--- src/rtl/tt_sweep_pkg.sv ---
// Shared constants and state encoding for the truth-table sweep controller.
// Optional build macro used by the controller: TT_SWEEP_ONSET_EN.
package tt_sweep_pkg;

    localparam int TT_W      = 128;
    localparam int MINTERM_W = 7;
    localparam int SETTLE_W  = 4;

    typedef logic [2:0] state_t;

    localparam state_t IDLE   = 3'd0;
    localparam state_t LOAD   = 3'd1;
    localparam state_t HOLD   = 3'd2;
    localparam state_t SAMPLE = 3'd3;
    localparam state_t FIN    = 3'd4;

endpackage

--- src/rtl/tt_sweep_cnt.sv ---
// Minterm counter plus settle down-counter for the truth-table sweep.
// Priority of controls: clear > load > step > dec.
module tt_sweep_cnt
    import tt_sweep_pkg::*;
#(
    parameter int SETTLE = 2
) (
    input  logic                 clk,
    input  logic                 rst_n,
    input  logic                 clear,
    input  logic                 load,
    input  logic                 step,
    input  logic                 dec,
    output logic [MINTERM_W-1:0] x,
    output logic                 last,
    output logic                 settle_zero
);

    localparam logic [SETTLE_W-1:0] RELOAD = SETTLE_W'(SETTLE);

    logic [SETTLE_W-1:0] settle;

    always_ff @(posedge clk or negedge rst_n) begin
        if (!rst_n) begin
            x      <= '0;
            settle <= '0;
        end else if (clear) begin
            x      <= '0;
            settle <= '0;
        end else if (load) begin
            x      <= '0;
            settle <= RELOAD;
        end else if (step) begin
            x      <= x + 1'b1;
            settle <= RELOAD;
        end else if (dec) begin
            settle <= settle - 1'b1;
        end
    end

    assign last        = &x;
    assign settle_zero = (settle == '0);

endmodule

--- src/rtl/tt_sweep_ctrl.sv ---
// Sweeps a 7-input function block through all minterms, captures its truth
// table and compares it to exp_tt. Optional onset count: TT_SWEEP_ONSET_EN.
module tt_sweep_ctrl
    import tt_sweep_pkg::*;
#(
    parameter int N_IN   = 7,
    parameter int SETTLE = 2
) (
    input  logic             clk,
    input  logic             rst_n,
    input  logic             start,
    input  logic             abort,
    input  logic [TT_W-1:0]  exp_tt,
    output logic [N_IN-1:0]  x,
    input  logic             f_in,
    output logic             busy,
    output logic             done,
    output logic [TT_W-1:0]  tt,
    output logic             match,
`ifdef TT_SWEEP_ONSET_EN
    output logic [7:0]       onset,
`endif
    output state_t           state
);

    logic [TT_W-1:0] exp_q;
    logic            last;
    logic            settle_zero;
    logic            kill;

    // abort only has an effect once a sweep is running
    assign kill = abort && (state != IDLE);

    tt_sweep_cnt #(.SETTLE(SETTLE)) u_cnt (
        .clk         (clk),
        .rst_n       (rst_n),
        .clear       (kill || (state == FIN)),
        .load        (state == LOAD),
        .step        ((state == SAMPLE) && !last),
        .dec         ((state == HOLD) && !settle_zero),
        .x           (x),
        .last        (last),
        .settle_zero (settle_zero)
    );

    always_ff @(posedge clk or negedge rst_n) begin
        if (!rst_n) begin
            state <= IDLE;
            busy  <= 1'b0;
            done  <= 1'b0;
            match <= 1'b0;
            tt    <= '0;
            exp_q <= '0;
`ifdef TT_SWEEP_ONSET_EN
            onset <= '0;
`endif
        end else begin
            done <= 1'b0;
            if (kill) begin
                state <= IDLE;
                busy  <= 1'b0;
                match <= 1'b0;
            end else begin
                case (state)
                    IDLE: begin
                        if (start) begin
                            state <= LOAD;
                            busy  <= 1'b1;
                            match <= 1'b0;
                            exp_q <= exp_tt;
                            tt    <= '0;
`ifdef TT_SWEEP_ONSET_EN
                            onset <= '0;
`endif
                        end
                    end
                    LOAD: state <= HOLD;
                    HOLD: begin
                        if (settle_zero) state <= SAMPLE;
                    end
                    SAMPLE: begin
                        tt[x] <= f_in;
`ifdef TT_SWEEP_ONSET_EN
                        onset <= onset + 8'(f_in);
`endif
                        state <= last ? FIN : HOLD;
                    end
                    FIN: begin
                        // last sample landed on the edge into FIN, so tt is complete here
                        match <= (tt == exp_q);
                        done  <= 1'b1;
                        busy  <= 1'b0;
                        state <= IDLE;
                    end
                    default: state <= IDLE;
                endcase
            end
        end
    end

endmodule
--- config.mk ---
export PLATFORM = sky130hd
export DESIGN_NAME = tt_sweep_ctrl
export DESIGN_NICKNAME = d
export VERILOG_FILES = /design/src/rtl/tt_sweep_pkg.sv /design/src/rtl/tt_sweep_cnt.sv /design/src/rtl/tt_sweep_ctrl.sv
export SDC_FILE = /design/constraint.sdc
export NUM_CORES = 1
export LEC_CHECK = 0
export ABC_AREA = 1
export BUFFER_PORTS_ARGS = -buffer_cell sky130_fd_sc_hd__buf_2
export CAP_MARGIN = 20
export CELL_PAD_IN_SITES_DETAIL_PLACEMENT = 1
export CELL_PAD_IN_SITES_GLOBAL_PLACEMENT = 2
export CORE_ASPECT_RATIO = 0.7
export CORE_UTILIZATION = 29
export CTS_CLUSTER_DIAMETER = 120
export DETAILED_ROUTE_END_ITERATION = 7
export GPL_TIMING_DRIVEN = 0
export PLACE_DENSITY = 0.74
export SLEW_MARGIN = 5
export SYNTH_ARGS = -nofsm -noshare
export SYNTH_HDL_FRONTEND = slang
export SYNTH_SLANG_ARGS = --single-unit
--- constraint.sdc ---
create_clock -name clk -period 1.5 [get_ports clk]
set_input_delay 0.15 -clock clk [delete_from_list [all_inputs] [get_ports clk]]
set_output_delay 0.15 -clock clk [all_outputs]
set_load 0.01 [all_outputs]
==> results.md, run 1 <==
* Crit-path cells: buf_6 > nand3_4 > inv_8 > buf_6 > buf_4 > a21oi_1 > nor3_1
* WP data arrival at 2240 ps
* Hold Fails Final Rpt at 0
* Die Ht at 185 um
* Post-synthesis mux area share at 0%
* Outcome: finished with violations
* Max cap viols at 0
* Post-Syn Nets at 1,856
* Layout cell share with drive strength beyond 1 at 37.2%
* Via/cell ratio at 4.85
* Core box area at 46,700 sq um
* Final #Nets at 2,377
* Max Clk Rate at 558 MHz
* Final HPWL from detailed placement at 38,900 um
* Critical path class: register to register
* Fill count at 5,454
* Number of global-route vias before repair at 14.5k
* Worst path slowest cell: dfrtp_2
* Initial Util at 29.6%
* GRT overflow at 0
* Num ports at 274
* Cells after Synth at 1,720
* Clk sinks at 273
* Initial antenna violation count at 3
* Setup WS post-layout at -292 ps
* Count of different cell masters after synthesis at 29
* Hold crit path type: primary input to register
* XOR/XNOR Fraction of Synth Area at 6.97%
* CP top delay family: buffers and inverters
* Post-synthesis compound-gate area fraction at 13.7%
* ANT cells at 0
* Failing checks: setup timing
* Worst path bufs/invs at 4
* First-pass GRT wire length at 88,300 um
* Die W at 263 um
* Register area share after synthesis at 49.4%
* RSZ-0062 raised after global routing: true
* Synth Area in Adders at 0.272%
* Final setup fails at 273
* Worst path max stage delay at 420 ps
* I/O Buffers at 273
* DRC Markers at 0
* Post-layout minimum cycle time at 1790 ps
* Num CTS Buffers at 31
* Relative slew margins at 55.0%
* Combinational family with the most area after synthesis: simple AND/OR/NAND/NOR gates
* CTS tree: done
* Post-synthesis simple-gate area fraction at 23.3%
* Die footprint at 48,500 sq um
* Vias at 14.0k
* Clk buf depth at 3
* Iteration-0 DRC Markers at 828
* Cell Rows at 66
* Drt pass-1 iters at 4
* Critical path required time at 1950 ps
* Largest net degree at the start of global routing at 78
* VDD IR-drop max at 754 uV
* Synth warn at 0
* H-tree levels at 1
* Total power at 32.4 mW
* #FFs+latches synth at 273
* WL per Instance at 21.0 um
* P per Cell Area at 1490 nW/um^2
* Pleak at 10.5 nW
* Critical Path End Type: register
* Register area at 6850 sq um
* Mapped Avg Cell Area at 8.03 sq um
* Clk slew on worst S/H paths at 70 ps
* Mapped cell area at 13,800 sq um
* Total GRT Usage at 23.9%
* Final Slew Violations at 0
* Tcrit/Tclk final at 119%
* Worst Tran Pin Value at 675 ps
* CTS root buf: clkbuf_16
* Layout area overhead at 57.8%
* ANT nets after route at 0
* Routed wire length at 60,300 um
* Worst skew pair latency at 580 ps
* Clk_skew at 10.1 ps
* Most Frequent Cell on Critical Path: buf_6
* Startpoint Class: register
* Multi-input gate area at 7530 sq um
* DP Worst Slack at -809 ps
* CP Max Fanout at 10
* Routability cong. at 0.836
[logic make-up after synthesis]
group                    count (synthesis)
flip-flops                             273
buffers and inverters                  203
AO/OA/AOI/OAI                          291
XOR/XNOR                               110
AND/OR/NAND/NOR                        840
adder cells (fa/ha/maj)                  3
[through the flow]
step                TNS (ps)  utilization (%)  cells  cell area (sq um)  hold slack, ps
finish                -53420             46.7   2877              21800            66.1
global route          -66800             46.7   2877              21800            66.8
CTS                   -38810             44.1   2851              20600            6.94
detailed placement   -156720             34.5   2611              16100             142
global placement    -1596110             34.3   2605              16000             350
floorplan              -2970                -   1720              13900            -146
[report_power, final]
group          total (mW)  internal, mW  switching (mW)
clock                8.11          4.82            3.29
sequential           10.5          9.14            1.36
combinational        13.8          6.43            7.36
total                32.4          20.4            12.0
[registers in the layout (all words and copies together) (netlist names)]
| signal | flops |
|---|---|
| busy | 1 |
| done | 1 |
| exp_q | 128 |
| match | 1 |
| state | 3 |
| tt | 128 |
| u_cnt.settle | 4 |
| u_cnt.x | 7 |
[layout make-up]
cell class,instances,share of cell area [%]
buffer,104,5.75
clock buffer,46,4.14
clock inverter,11,0.734
inverter,95,1.77
multi-input combinational,1244,34.5
sequential,273,31.4
tap,612,3.51
timing repair buffer,492,18.2
[cell usage after synthesis]
cell       count  area, sq um
a211oi_1       1         7.51
clkbuf_1      65          244
xnor2_1       74          648
a32oi_1        1         8.76
buf_1         15         56.3
ha_1           3         37.5
buf_4          2         15.0
buf_2         15         75.1
nand2_1      718         2700
o2bb2ai_1      1         8.76
o32ai_1        1         8.76
nor2_1        89          334
dfrtp_1      273         6830
a21oi_1       10         50.1
a221oi_1       1         8.76
nand3_1       12         60.1
nand4_1        9         56.3
xor2_1        36          315
nand3_2        2         20.0
o2111ai_1      1         8.76
inv_1         92          345
nor3_1        10         50.1
buf_6         11          124
o21ai_2        1         8.76
o21ai_0      147          736
inv_2          3         11.3
o31ai_2       21          263
o22ai_1        5         31.3
o31ai_1      101          758
[per-layer routing]
layer	track usage (%)	up-vias	wire (um)
li1	-	6573	-
met1	33.7	6984	28400
met2	38.7	326	28000
met3	3.66	77	2560
met4	5.01	2	1380
met5	1.20	-	10
[layout by cell type, fill, tap and decap left out, types with 30 or more instances in the layout]
cell type / n
buf_2: 276
o21ai_0: 110
dlygate4sd3_1: 131
buf_4: 44
o31ai_2: 96
nand2_1: 583
nand2_4: 37
o21ai_1: 30
nand2_2: 98
buf_6: 33
dfrtp_1: 262
xor2_1: 36
nor2_1: 68
clkbuf_16: 51
inv_1: 70
xnor2_1: 73
[worst register-to-register path, stage by stage, from the launching register on]
cell,delay [ps]
dfrtp_2,420
buf_6,120
nand3_4,130
inv_8,160
buf_6,180
buf_4,240
a21oi_1,120
nor3_1,310
[final timing paths]
check | from | to | slack, ps | depth (start not counted)
max | state[1] | u_cnt.x[6] | -290 | 7
min | f_in | tt[60] | 70 | 4
max reg2reg | state[1] | u_cnt.x[6] | -290 | 7
min reg2reg | exp_q[17] | exp_q[17] | 500 | 2
max in group asynchronous | rst_n | u_cnt.x[1] | 190 | 4
min in group asynchronous | rst_n | exp_q[76] | 110 | 2
[repair_timing]
item / 4_1_cts / 5_1_grt
endpoints found under the setup margin: 269 / 276
pin swaps: 22 / 28
endpoints found under the hold margin: 202 / 0
resized for setup: 415 / 282
setup buffers: 37 / 26
hold buffers: 131 / 0
cloned: 16 / 6
Note: power is estimated with default switching activity, not from simulation.
==> run 2, diff against run 1 <==
- SKIP_LAST_GASP: default -> 1
==> run 2 against run 1 <==
Via count is essentially flat. Die area is the same. Clock-buffer cell count unchanged. Flip-flop and latch count is the same. The flow still finishes with violations (setup timing). Critical path depth increased by 1. Routed wire length is 0.20% lower. Sequential power about the same. Largest power group unchanged.
==> results.md, run 2 (synthesis results as in run 1) <==
* I/O Buffers at 273
* CTS tree: done
* CTS root buf: clkbuf_16
* GRT overflow at 0
* WP data arrival at 2280 ps
* Hold Crit Depth at 4
* Critical path class: register to register
* Total GRT Usage at 23.9%
* Iteration-0 DRC Markers at 787
* Drt pass-1 iters at 5
* Combinational share of power at 42.7%
* Layout cell share with drive strength beyond 1 at 37.4%
* Routability cong. at 0.836
* GR Layer Usage met1 at 34.0%
* Via/cell ratio at 4.83
* Final setup fails at 272
* First-pass GRT wire length at 88,000 um
* Die W at 263 um
* Initial antenna violation count at 2
* Max Clk Rate at 553 MHz
* Outcome: finished with violations
* Max cap viols at 0
* Critical Path End Type: register
* Cells after DPL at 2,611
* Pleak at 10.5 nW
* Hold endpoint: tt[60]
* Worst reg2reg path endpoint: tt[26]
* Multi-input gate area at 7500 sq um
* Final #Nets at 2,388
* Sum Neg Setup Slack at -64,470 ps
* NetSw at 12.1 mW
* Worst path max stage delay at 460 ps
* Failing checks: setup timing
* ANT cells at 0
* Setup WS post-layout at -310 ps
* WL per Instance at 20.8 um
* Die Ht at 185 um
* Commonest non-fill, non-tap cells in the layout: nand2_1 (577), buf_2 (275), dfrtp_1 (257)
* Worst path bufs/invs at 3
* Pint at 20.4 mW
* Switch share at 37.2%
* RSZ-0062 raised after global routing: true
* Clk buf depth at 3
* R2R depth at 8
* Hold Fails Final Rpt at 0
* DP Worst Slack at -809 ps
* Num ports at 274
* Relative slew margins at 55.3%
* Clk sinks at 273
* Internal reg-to-reg setup slack at -310 ps
* Routed wire length at 60,200 um
* Layout area overhead at 57.8%
* Num CTS Buffers at 31
* Top flop regs: exp_q: 128 flops, tt: 128 flops, u_cnt.x: 7 flops
* HP Start: f_in
* Grt peak-use layer: met2
* Crit-path cells: nor2_4 > nand3_4 > o21ai_4 > buf_12 > nand3_4 > buf_12 > buf_6 > o31ai_1
* Initial Util at 29.6%
* Core box area at 46,700 sq um
* Hold crit path type: primary input to register
* Startpoint Class: register
* Worst R2R Start: state[0]
* Met2 Track Usage GR at 38.2%
* Final Slew Violations at 0
* Final HPWL from detailed placement at 38,900 um
* ANT nets after route at 0
* Cell Rows at 66
* Die footprint at 48,500 sq um
* H-tree levels at 1
* Worst path slowest cell: dfrtp_2
* Most common cell after layout, fill and taps aside: nand2_1
* Reg power frac at 32.4%
* Critical path required time at 1970 ps
* Vias at 14.0k
* Clk slew on worst S/H paths at 70 ps
* Clk pwr share at 25.0%
* CP Max Fanout at 10
* Fill count at 5,445
* Register area at 6850 sq um
* Tcrit/Tclk final at 121%
* Number of global-route vias before repair at 14.4k
* Post-layout minimum cycle time at 1810 ps
* Largest net degree at the start of global routing at 78
* VDD IR-drop max at 762 uV
* Worst Tran Pin Value at 671 ps
* DRC Markers at 0
* Worst skew pair latency at 580 ps
* Met3 GRT Util at 3.49%
* Final cell count without fillers at 2,888
* P per Cell Area at 1490 nW/um^2
* Clk_skew at 16.9 ps
* CP top delay family: buffers and inverters
==> run 2: layout make-up <==
cell class	instances	area share, %
well taps	612	3.51
multi-input cells	1244	34.4
clock buffers	46	4.14
repair buffers	504	18.6
inverters	95	1.76
plain buffers	103	5.38
clock inverters	11	0.734
flip-flops and latches	273	31.4
==> run 2: worst max-delay path by stage <==
stage | start | to | slack (ps) | depth (start not counted)
floorplan | state[2] | tt[102] | -30 | 7
global placement | rst_n | u_cnt.x[5] | -5770 | 1
detailed placement | state[1] | exp_q[63] | -810 | 7
CTS | state[1] | tt[16] | -230 | 9
global route | u_cnt.x[0] | u_cnt.x[3] | -380 | 10
finish | state[0] | tt[26] | -310 | 8
==> run 2: worst register-to-register path, stage by stage (launching register included) <==
cell     delay [ps]
dfrtp_2         460
nor2_4          190
nand3_4         140
o21ai_4         110
buf_12          140
nand3_4         100
buf_12          180
buf_6           160
o31ai_1         220
==> run 2: metrics by stage <==
stage                     cell area, sq um  power (mW)  utilization [%]  hold slack, ps
after floorplan                      13900        16.4                -            -146
after global placement               16000        19.2             34.3             350
after detailed placement             16100        19.5             34.5             142
after CTS                            20300        30.8             43.4            6.94
after global routing                 21800        34.5             46.7            70.8
final                                21800        32.5             46.7            74.0
==> run 2: power groups by stage <==
stage / Clock [mW] / Sequential (mW) / Combinational [mW]
after global placement: 0 / 10.4 / 8.75
after detailed placement: 0 / 10.5 / 9.02
after CTS: 8.26 / 10.4 / 12.1
after global routing: 8.55 / 10.7 / 15.2
final: 8.11 / 10.5 / 13.9
after floorplan: 0 / 10.2 / 6.16
==> run 2: routing by layer <==
metal	routed length, um	part of all wire [%]	vias to the layer above
met4	1190	2.0	2
met5	10	0.017	-
met1	28400	47	6948
li1	-	-	6591
met2	28100	47	344
met3	2560	4.2	70
==> run 2: timing repair <==
action	in CTS	in global routing
cloned	16	7
hold buffers	131	0
setup buffers	37	37
pin swaps	21	40
resized for setup	336	354
setup endpoints to repair	269	274
endpoints found under the hold margin	202	0
